### src/rtl/mem_pkg.sv
// Shared types and constants for the 64-bit pipeline memory-access stage.
// Holds the access-size encodings, the FSM states and the lane-mask helpers.
package mem_pkg;

  localparam int DATA_W = 64;
  localparam int STRB_W = DATA_W / 8;

  typedef enum logic [1:0] {
    SZ_BYTE   = 2'b00,
    SZ_HALF   = 2'b01,
    SZ_WORD   = 2'b10,
    SZ_DOUBLE = 2'b11
  } size_e;

  typedef enum logic {
    IDLE = 1'b0,
    WAIT = 1'b1
  } state_e;

  // Low address bits that must be zero for a naturally aligned access.
  function automatic logic [2:0] size_mask(input logic [1:0] size);
    return 3'((4'd1 << size) - 4'd1);
  endfunction

  // Byte strobes for an access of 2**size bytes starting at lane off.
  // Lanes past 7 fall off the top.
  function automatic logic [STRB_W-1:0] lane_strb(input logic [1:0] size,
                                                  input logic [2:0] off);
    logic [15:0] base;
    base = 16'((16'd1 << (4'd1 << size)) - 16'd1);
    return STRB_W'(base << off);
  endfunction

endpackage

### src/rtl/mem_load_align.sv
// Load-data alignment: shifts the addressed lanes of a 64-bit read beat
// down to bit 0, then zero- or sign-extends them to the access size.
module mem_load_align
  import mem_pkg::*;
(
  input  logic [DATA_W-1:0] rdata,
  input  logic [2:0]        off,
  input  logic [1:0]        size,
  input  logic              unsigned_ld,
  output logic [DATA_W-1:0] data
);

  logic [DATA_W-1:0] shifted;

  // NOTE: every variable written here gets a value before any branch,
  // so no path can leave it unassigned and infer a latch.
  always_comb begin
    shifted = rdata >> {off, 3'b000};
    data    = shifted;
    case (size_e'(size))
      SZ_BYTE:   data = unsigned_ld ? {{(DATA_W-8){1'b0}}, shifted[7:0]}
                                    : {{(DATA_W-8){shifted[7]}}, shifted[7:0]};
      SZ_HALF:   data = unsigned_ld ? {{(DATA_W-16){1'b0}}, shifted[15:0]}
                                    : {{(DATA_W-16){shifted[15]}}, shifted[15:0]};
      SZ_WORD:   data = unsigned_ld ? {{(DATA_W-32){1'b0}}, shifted[31:0]}
                                    : {{(DATA_W-32){shifted[31]}}, shifted[31:0]};
      default:   data = shifted;
    endcase
  end

endmodule

### src/rtl/mem_stage.sv
// MEM stage: branch resolution, request/ack data-memory access with lane
// alignment, MEM/WB register. MEM_ALIGN_CHECK_EN enables the misalignment trap.
module mem_stage
  import mem_pkg::*;
(
  input  logic              clk,
  input  logic              rst_n,
  input  logic              in_valid,
  input  logic [DATA_W-1:0] pc,
  input  logic [DATA_W-1:0] pc_plus_imm,
  input  logic [DATA_W-1:0] alu_result,
  input  logic [DATA_W-1:0] rd2,
  input  logic [31:0]       wr,
  input  logic              zero,
  input  logic              mem_read,
  input  logic              mem_write,
  input  logic              mem_to_reg,
  input  logic              reg_write,
  input  logic              branch,
  input  logic              unsigned_ld,
  input  logic [1:0]        size,
  output logic              stall,
  output logic              pc_src,
  output logic [DATA_W-1:0] branch_target,
  output logic              dmem_req,
  output logic              dmem_we,
  output logic [DATA_W-1:0] dmem_addr,
  output logic [DATA_W-1:0] dmem_wdata,
  output logic [STRB_W-1:0] dmem_wstrb,
  input  logic              dmem_ack,
  input  logic [DATA_W-1:0] dmem_rdata,
  output logic              wb_valid,
  output logic              wb_reg_write,
  output logic              wb_mem_to_reg,
  output logic [DATA_W-1:0] wb_read_data,
  output logic [DATA_W-1:0] wb_alu_result,
  output logic [31:0]       wb_wr,
  output logic              misalign_err
);

  state_e            state;
  logic              memop;
  logic              misaligned;
  logic              issue;
  logic [2:0]        off;
  logic [DATA_W-1:0] load_data;
  logic              unused_pc;

  assign unused_pc     = ^pc;
  assign memop         = in_valid & (mem_read | mem_write);
  assign off           = alu_result[2:0];
  assign pc_src        = in_valid & branch & zero;
  assign branch_target = pc_plus_imm;

`ifdef MEM_ALIGN_CHECK_EN
  assign misaligned = |(off & size_mask(size));
`else
  assign misaligned = 1'b0;
`endif

  assign issue = memop & ~misaligned;

  // Upstream is held from the first memop cycle until the ack cycle.
  always_comb begin
    stall = 1'b0;
    if (state == IDLE) stall = issue;
    else               stall = ~dmem_ack;
  end

  mem_load_align u_load_align (
    .rdata       (dmem_rdata),
    .off         (off),
    .size        (size),
    .unsigned_ld (unsigned_ld),
    .data        (load_data)
  );

  // NOTE: sequential state uses non-blocking assignments so every register
  // samples pre-edge values regardless of statement order.
  always_ff @(posedge clk or negedge rst_n) begin
    if (!rst_n) begin
      state         <= IDLE;
      dmem_req      <= 1'b0;
      dmem_we       <= 1'b0;
      dmem_addr     <= '0;
      dmem_wdata    <= '0;
      dmem_wstrb    <= '0;
      wb_valid      <= 1'b0;
      wb_reg_write  <= 1'b0;
      wb_mem_to_reg <= 1'b0;
      wb_read_data  <= '0;
      wb_alu_result <= '0;
      wb_wr         <= '0;
      misalign_err  <= 1'b0;
    end else begin
      case (state)
        IDLE: begin
          if (issue) begin
            dmem_req     <= 1'b1;
            dmem_we      <= mem_write;
            dmem_addr    <= alu_result;
            dmem_wdata   <= rd2 << {off, 3'b000};
            dmem_wstrb   <= lane_strb(size, off);
            // Bubble into write-back while the access is outstanding.
            wb_valid     <= 1'b0;
            wb_reg_write <= 1'b0;
            misalign_err <= 1'b0;
            state        <= WAIT;
          end else begin
            wb_valid      <= in_valid;
            wb_reg_write  <= reg_write & ~(memop & misaligned);
            wb_mem_to_reg <= mem_to_reg;
            wb_read_data  <= '0;
            wb_alu_result <= alu_result;
            wb_wr         <= wr;
            misalign_err  <= memop & misaligned;
          end
        end
        WAIT: begin
          misalign_err <= 1'b0;
          if (dmem_ack) begin
            dmem_req      <= 1'b0;
            dmem_we       <= 1'b0;
            wb_valid      <= in_valid;
            wb_reg_write  <= reg_write;
            wb_mem_to_reg <= mem_to_reg;
            wb_read_data  <= dmem_we ? '0 : load_data;
            wb_alu_result <= alu_result;
            wb_wr         <= wr;
            state         <= IDLE;
          end
        end
        default: state <= IDLE;
      endcase
    end
  end

endmodule

### config.mk
export PLATFORM = sky130hd
export DESIGN_NAME = mem_stage
export DESIGN_NICKNAME = d
export VERILOG_FILES = /design/src/rtl/mem_pkg.sv /design/src/rtl/mem_load_align.sv /design/src/rtl/mem_stage.sv
export SDC_FILE = /design/constraint.sdc
export NUM_CORES = 1
export LEC_CHECK = 0
export CAP_MARGIN = 20
export CORE_AREA = 2 2 283 285
export DETAILED_ROUTE_END_ITERATION = 16
export DIE_AREA = 0 0 285 287
export SYNTH_ARGS = -nofsm -noshare
export SYNTH_HDL_FRONTEND = slang
export SYNTH_SLANG_ARGS = --single-unit
### constraint.sdc
create_clock -name clk -period 1.95 [get_ports clk]
set_input_delay 0.39 -clock clk [delete_from_list [all_inputs] [get_ports clk]]
set_output_delay 0.39 -clock clk [all_outputs]
set_load 0.01 [all_outputs]
# Word level (Yosys, flattened, before mapping)

Cells that the tools add are included.

Bitwise operators: 6
Equality and inequality tests: 5
Shifts and indexed selects: 5
Add/subtract/negate cells: 1
Muxes and demuxes: 32
Reduce and logical (&&, ||, !) cells: 4

Operators by type and width:

| cell                    | number |
|---|---|
| $mux W64                | 8 |
| $pmux W64 S2            | 2 |
| $pmux W64 S3            | 1 |
| $mux W32                | 2 |
| $pmux W32 S2            | 1 |
| $shl A64 B6 Y64         | 1 |
| $shr A64 B6 Y64         | 1 |
| $shl A1 B4 Y16 const A  | 1 |
| $shl A16 B3 Y8          | 1 |
| $sub A16 B1 Y16 const B | 1 |
| $mux W1                 | 12 |
| $pmux W1 S2             | 6 |
| $ne A2 B2 Y1 const B    | 3 |
| $reduce_and A2 Y1       | 3 |
| $shl A1 B2 Y4 const A   | 1 |
| $and A1 B1 Y1           | 3 |
| $eq A2 B1 Y1 const B    | 1 |
| $eq A2 B2 Y1 const B    | 1 |
| $logic_not A2 Y1        | 1 |
| $not A1 Y1              | 2 |
| $or A1 B1 Y1            | 1 |

Input port bits: 365
Output and inout bits: 368
Bits in registers: 302

# Logic depth before layout (Yosys ltp)

Gate-level depths: netlist of the first run.

Depth in word-level cells: 6
Mapped depth: 10
Mapped depth without buffers: 9

# Cells and area by module

From an unflattened synthesis of the first run, not the netlist that was laid out.

Cell total of the unflattened synthesis: 1434
Area, all modules: 15511.1 um2

Modules (own cells, without submodules):

| module         | times used | area an instance (um2) | cells each |
|---|---|---|---|
| mem_stage      | 1          | 13211.4                | 1170 |
| mem_load_align | 1          | 2299.7                 | 264 |

# Least setup slack after synthesis of the first run

Ideal clock, no wire load.

Kind: input -> register
From: input port alu_result[0]
To: register dmem_wdata[38]
Data arrival time: 1.706 ns
Cell stages on the path: 6
Path buffers: 3
Setup slack: 0.119 ns
Cell sequence: buf_4 -> buf_4 -> buf_4 -> mux4_2 -> a221oi_1 -> nor2_1

Word-level cells in the longest chain between the ends: 1

RTL lines:

| what                 | line             | source |
|---|---|---|
| start, declared      | mem_stage.sv:11  | `input logic [DATA_W-1:0] alu_result,` |
| $shl A64 B6 Y64      | mem_stage.sv:102 | `dmem_wdata <= rd2 << {off, 3'b000};` |
| end signal, assigned | mem_stage.sv:102 |  |
| end, declared        | mem_stage.sv:28  | `output logic [DATA_W-1:0] dmem_wdata,` |

Every way passes these cells.
A chain may end at the register's enable or synchronous reset.

# Final worst setup path of the first run

From: register wb_read_data[20]
To: output port wb_read_data[20]

RTL lines:

| what                   | line             | source |
|---|---|---|
| start, declared        | mem_stage.sv:35  | `output logic [DATA_W-1:0] wb_read_data,` |
| start signal, assigned | mem_stage.sv:127 | `wb_read_data <= dmem_we ? '0 : load_data;` |

No word-level cell between the ends.

==> results.cfg, run 1 <==
[sta]
final.setup_skew_ps = 14.3
slew_of_the_pin_with_the_lowest_slew_margin_ps = 702
min_period_ps = 1890
f_max_ghz = 0.528
unrepaired_setup_endpoints_after_global_routing = no
timing_max_transition_violations_final = 0
fin_hold_ws_ps = 350
final-setup-viol-count = 0
worst_slack_ps = 56.6
slew_headroom_pct = 52.9
timing.final.crit_share_pct = 97.1
hold_viol = 0

[grt]
grt_start_max_net_pins = 62
globalRoute.totalOverflow = 0
grt_util_all_layers_pct = 16.4
grt_pass1_vias = 14700
global_route_wire_length_before_repair_mm = 100
grt_antenna_before_repair = 20

[critical_path]
reg2reg_path_depth = 7
critical_path.slowest_cell = clkdlybuf4s50_1
cp_cell_sequence = clkdlybuf4s50_1
setup.worst_path.class = reg -> out
family_with_the_most_delay_on_the_worst_path = buffers and inverters
cp.buffers_inverters = 1
arrival_ps = 1500
worst_path_largest_cell_delay_ps = 570
critical_path_required_ps = 1560
critical_path.endpoint_type = primary output
crit_path_start_kind = register
critical_path_cell_count = 1
worst-path-max-fanout = 2

[layout]
syn_to_final_growth_pct = 57.5
final_cell_count_without_fillers = 3144
postLayoutCoreUtil_pct = 30.8
fillCellCount = 8033
drive_gt1_share_pct = 17.1
number_of_nets_at_the_end_of_the_flow = 2422

[power_and_ir_drop]
cell_internal_pwr_mw = 15.3
p_switching_mw = 6.77
vdd.ir_drop.worst_uv = 545
pwr_density_cell_nw_per_um2 = 911
power_frac_clock_pct = 34.2
total_power_consumption_of_the_routed_design_mw = 22.1
p_seq_share_pct = 36.2
sw_frac_of_total_pct = 30.7
power.leakage_nw = 10.8
pwr-share-comb_pct = 29.6

[yosys]
yosys.area.top_type = dfrtp_1
synth.distinct_cells = 52
post_synth_edffs = 0
synth_flop_type = dfrtp_1
synth-async-reset-ratio_pct = 100
syn-cell-area_um2 = 15400
synthCells = 1448
post_synth_main_area_contributors = dfrtp_1 (49%), mux2_1 (8.0%), nand2_1 (7.9%)
yosys_warnings = 0
yosysSeqAreaShare_pct = 49.1
yosysMostFrequentCell = nand2_1
synth_largest_type_area_fraction_pct = 49.1
ys_ff_latch = 302
synth_fp_nets = 1814
synth_common_cells = nand2_1 (322), dfrtp_1 (302), mux2_1 (109)
syn_avg_cell_area_um2 = 10.6

[outcome]
status = completed

[drt]
drt_first_pass_iters = 5
antenna_violating_nets_post_route = 0
routed-via-count = 13900
via_per_inst = 4.43
drt-wirelength-per-cell_um = 21.8
wl_mm = 68.7
first_iter_violations = 717
post-route-drc-count = 0

[clock_tree]
clock_tree.buffer_depth = 3
clock-root-buffer = clkbuf_16
post-cts-setup-buffers = 0
clock_sink_count = 302
clk_pin_slew_worst_paths_ps = 60
clock_tree.htree_level_count = 2
cts_inserted_buffers = 38
cts_tree = yes
clk-insertion-delay-late_ps = 560

[floorplan]
fp.dieArea_um2 = 81800
rows = 103
die_width_um = 285
start_util_pct = 19.6
num_io_pins = 733
die_h_um = 287
core_region_area_um2 = 78600

[placement]
detailed_place_hpwl_mm = 54.4
dp.cells = 3065
dp_slack_ps = -489
place_congestion = 0.909
io_buffer_count = 539

[job]
cap_viol_max_count = 0

[min_path]
hp-class = in -> async
-- per-stage QoR --
step | cell area (um^2) | setup TNS (ps)
2_1_floorplan | 15400 | 0
3_3_place_gp | 22900 | -95230
3_5_place_dp | 22900 | -91210
4_1_cts | 24200 | -9.38
5_1_grt | 24200 | 0
6_report | 24200 | 0
-- kinds of logic after synthesis --
family | after synthesis | share of synthesized area, %
simple gates | 407 | 10.8
compound gates | 316 | 13.9
flops | 302 | 49.1
mux | 239 | 18.9
buf+inv | 182 | 7.17
fa+ha+maj | 1 | 0.0813
other cells | 1 | 0.0244
-- final cells by class --
| type | instances | area [um^2] | area share, % |
|---|---|---|---|
| Antenna cell | 9 | 22.5 | 0.0929 |
| Clock buffer | 51 | 1070 | 4.42 |
| Clock inverter | 18 | 245 | 1.01 |
| Inverter | 6 | 22.5 | 0.0929 |
| Multi-Input combinational cell | 964 | 6780 | 28.0 |
| Sequential cell | 302 | 7560 | 31.2 |
| Tap cell | 1050 | 1310 | 5.42 |
| Timing Repair Buffer | 744 | 7220 | 29.8 |
-- worst reg2reg max path, stage by stage (launching register included) --
cell and delay, ps:
dfrtp_1 370, nand3b_1 210, buf_6 170, a2111o_1 370, a2bb2oi_1 130, o211a_2 160
buf_12 190, o21ai_2 180
-- power groups by stage --
stage	Combinational (mW)	Clock (mW)	Sequential, mW
2_1_floorplan	2.08	0	8.46
3_3_place_gp	6.67	0	8.07
3_5_place_dp	6.74	0	8.10
4_1_cts	6.66	7.82	8.01
5_1_grt	7.02	8.06	8.12
6_report	6.54	7.55	7.99
-- final timing paths --
kind / slack [ps] / start / endpoint
hold reg to reg: 470 / dmem_addr[18] / dmem_addr[18]
setup reg to reg: 100 / dmem_we / wb_read_data[38]
setup / recovery: 60 / wb_read_data[20] / wb_read_data[20]
hold / removal: 350 / rst_n / wb_alu_result[32]
max in group asynchronous: 890 / rst_n / dmem_req
min in group clk: 370 / alu_result[1] / dmem_wstrb[1]
-- routing by layer --
metal	vias to the layer above	share of wire (%)	track usage, %
li1	6275	-	-
met1	6889	40	19.4
met2	613	48	27.8
met3	127	8.0	4.75
met4	14	3.8	6.68
met5	-	0.14	0
-- layout by cell type, fill, tap and decap left out, drive strengths merged, types with 34 or more instances in the layout --
master and count:
mux2i 94, a22o 34, clkdlybuf4s50 470, nor2 37
nand2 322, mux2 115, a21oi 75, dlygate4sd2 48
dfrtp 302, buf 209, clkbuf 51, o21ai 113
-- what timing repair did --
item | in CTS | in global routing
hold buffers | 1 | 0
gates resized for setup | 58 | 18
pin swaps | 1 | 0
endpoints found under the setup margin | 49 | 17
hold endpoints to repair | 31 | 0
No activity file was read; power rests on OpenSTA's default activity.
==> run 2: changes to the inputs <==
--- a/config.mk
+++ b/config.mk
@@ -9,6 +9,7 @@
 export CORE_AREA = 2 2 283 285
 export DETAILED_ROUTE_END_ITERATION = 16
 export DIE_AREA = 0 0 285 287
+export SKIP_LAST_GASP = 1
 export SYNTH_ARGS = -nofsm -noshare
 export SYNTH_HDL_FRONTEND = slang
 export SYNTH_SLANG_ARGS = --single-unit
==> run 2 against run 1 <==
Global-route usage is the same. Critical path depth is the same. Design area is essentially flat. Wire length is essentially flat. Combinational power is essentially flat. Clock-buffer cell count is the same. Register-to-register slack is essentially flat. Final cell count is the same. Worst setup slack is essentially flat. Die area is the same. Highest routed layer unchanged. Maximum frequency is essentially flat.
==> results.cfg, run 2 (synthesized netlist as in run 1, its figures left out) <==
[outcome]
status = completed

[clock_tree]
cts_tree = yes
clock_tree.buffer_depth = 3
cts_inserted_buffers = 38
clk-insertion-delay-late_ps = 560
clk_pin_slew_worst_paths_ps = 60
post-cts-setup-buffers = 0
clock-root-buffer = clkbuf_16
clock_sink_count = 302
clock_tree.htree_level_count = 2

[critical_path]
setup.worst_path.class = reg -> out
worst-path-max-fanout = 2
critical_path_cell_count = 1
worstReg2RegStart = dmem_we
family_with_the_most_delay_on_the_worst_path = buffers and inverters
reg2reg_slack_ps = 90
crit_path_start_kind = register
worst_path_largest_cell_delay_ps = 570
critical_path.endpoint_type = primary output
reg2reg_to = wb_read_data[38]
reg2reg_path_depth = 7
arrival_ps = 1500
critical_path.slowest_cell = clkdlybuf4s50_1
critical_path_required_ps = 1560
cp.buffers_inverters = 1
cp_cell_sequence = clkdlybuf4s50_1

[layout]
number_of_nets_at_the_end_of_the_flow = 2422
fillCellCount = 8033
most-common-layout-cells = clkdlybuf4s50_1 (470), nand2_1 (321), dfrtp_1 (299), buf_4 (180), mux2_1 (109)
most_common_cell_after_layout_fill_and_taps_aside = clkdlybuf4s50_1
drive_gt1_share_pct = 17.1
syn_to_final_growth_pct = 57.4

[floorplan]
die_width_um = 285
fp.dieArea_um2 = 81800
start_util_pct = 19.6
die_h_um = 287
rows = 103
core_region_area_um2 = 78600
num_io_pins = 733

[sta]
final-setup-viol-count = 0
final.setup_skew_ps = 14.3
f_max_ghz = 0.528
timing_max_transition_violations_final = 0
slew_of_the_pin_with_the_lowest_slew_margin_ps = 702
timing.setup.tns_ps = 0
min_period_ps = 1890
unrepaired_setup_endpoints_after_global_routing = yes
hold_viol = 0
slew_headroom_pct = 52.9
worst_slack_ps = 56.5
fin_hold_ws_ps = 350
timing.final.crit_share_pct = 97.1

[drt]
post-route-drc-count = 0
drt-wirelength-per-cell_um = 21.9
wl_mm = 68.7
first_iter_violations = 717
routed-via-count = 13900
drt_first_pass_iters = 4
antenna_violating_nets_post_route = 0
via_per_inst = 4.43

[placement]
dp_slack_ps = -489
detailed_place_hpwl_mm = 54.4
place_congestion = 0.909
io_buffer_count = 539

[power_and_ir_drop]
vdd.ir_drop.worst_uv = 545
power.leakage_nw = 10.8
pwr_density_cell_nw_per_um2 = 911
total_power_consumption_of_the_routed_design_mw = 22.1

[job]
cap_viol_max_count = 0

[grt]
grt_start_max_net_pins = 62
gr-usage-met3_pct = 4.75
grt_util_all_layers_pct = 16.4
grt.met2_usage_pct = 27.8
globalRoute.totalOverflow = 0
global_route_wire_length_before_repair_mm = 100
use_met1_pct = 19.4
busiest_layer = met2
grt_antenna_before_repair = 20
grt_pass1_vias = 14700

[min_path]
hp-class = in -> async
run 2: timing repair:
item	CTS	global route
hold buffers	1	0
endpoints found under the hold margin	31	0
gates resized for setup	55	18
pin swaps	1	0
setup endpoints to repair	49	17
run 2: layout make-up:
class                           instances  area [um^2]  area share [%]
Clock buffer                           51         1070            4.42
Tap cell                             1050         1310            5.42
Antenna cell                            9         22.5          0.0930
Inverter                                6         22.5          0.0930
Multi-Input combinational cell        964         6780            28.0
Timing Repair Buffer                  744         7210            29.8
Sequential cell                       302         7560            31.2
Clock inverter                         18          245            1.01
run 2: how the worst max path moves through the flow:
stage / start / endpoint / slack [ps]
6_report: wb_read_data[20] / wb_read_data[20] / 60
4_1_cts: state / stall / -150
3_5_place_dp: in_valid / wb_alu_result[15] / -490
3_3_place_gp: in_valid / stall / -510
5_1_grt: state / stall / -30
2_1_floorplan: alu_result[0] / dmem_wdata[38] / 120
run 2: report_power, final:
group	internal [mW]	switching (mW)
Combinational	3.42	3.11
Sequential	7.33	0.663
Clock	4.55	3.00
Total	15.3	6.77
run 2: routing by layer:
| layer | up-vias | wire [um] |
|---|---|---|
| met3 | 129 | 5400 |
| met4 | 14 | 2690 |
| li1 | 6275 | - |
| met1 | 6901 | 27300 |
| met2 | 599 | 33200 |
| met5 | - | 93 |
run 2: stage by stage:
stage,instances,utilization [%],instance area [um^2]
final,3144,30.8,24200
after global routing,3141,30.8,24200
after CTS,3135,30.7,24200
after detailed placement,3065,29.1,22900
after global placement,3065,29.1,22900
after floorplan,1448,-,15400
run 2: worst reg2reg max path, stage by stage, from the launching register on:
cell and delay, ps:
dfrtp_1 370, nand3b_1 200, buf_4 180, a2111o_1 380
a2bb2oi_1 130, o211a_2 160, buf_12 190, o21ai_2 180
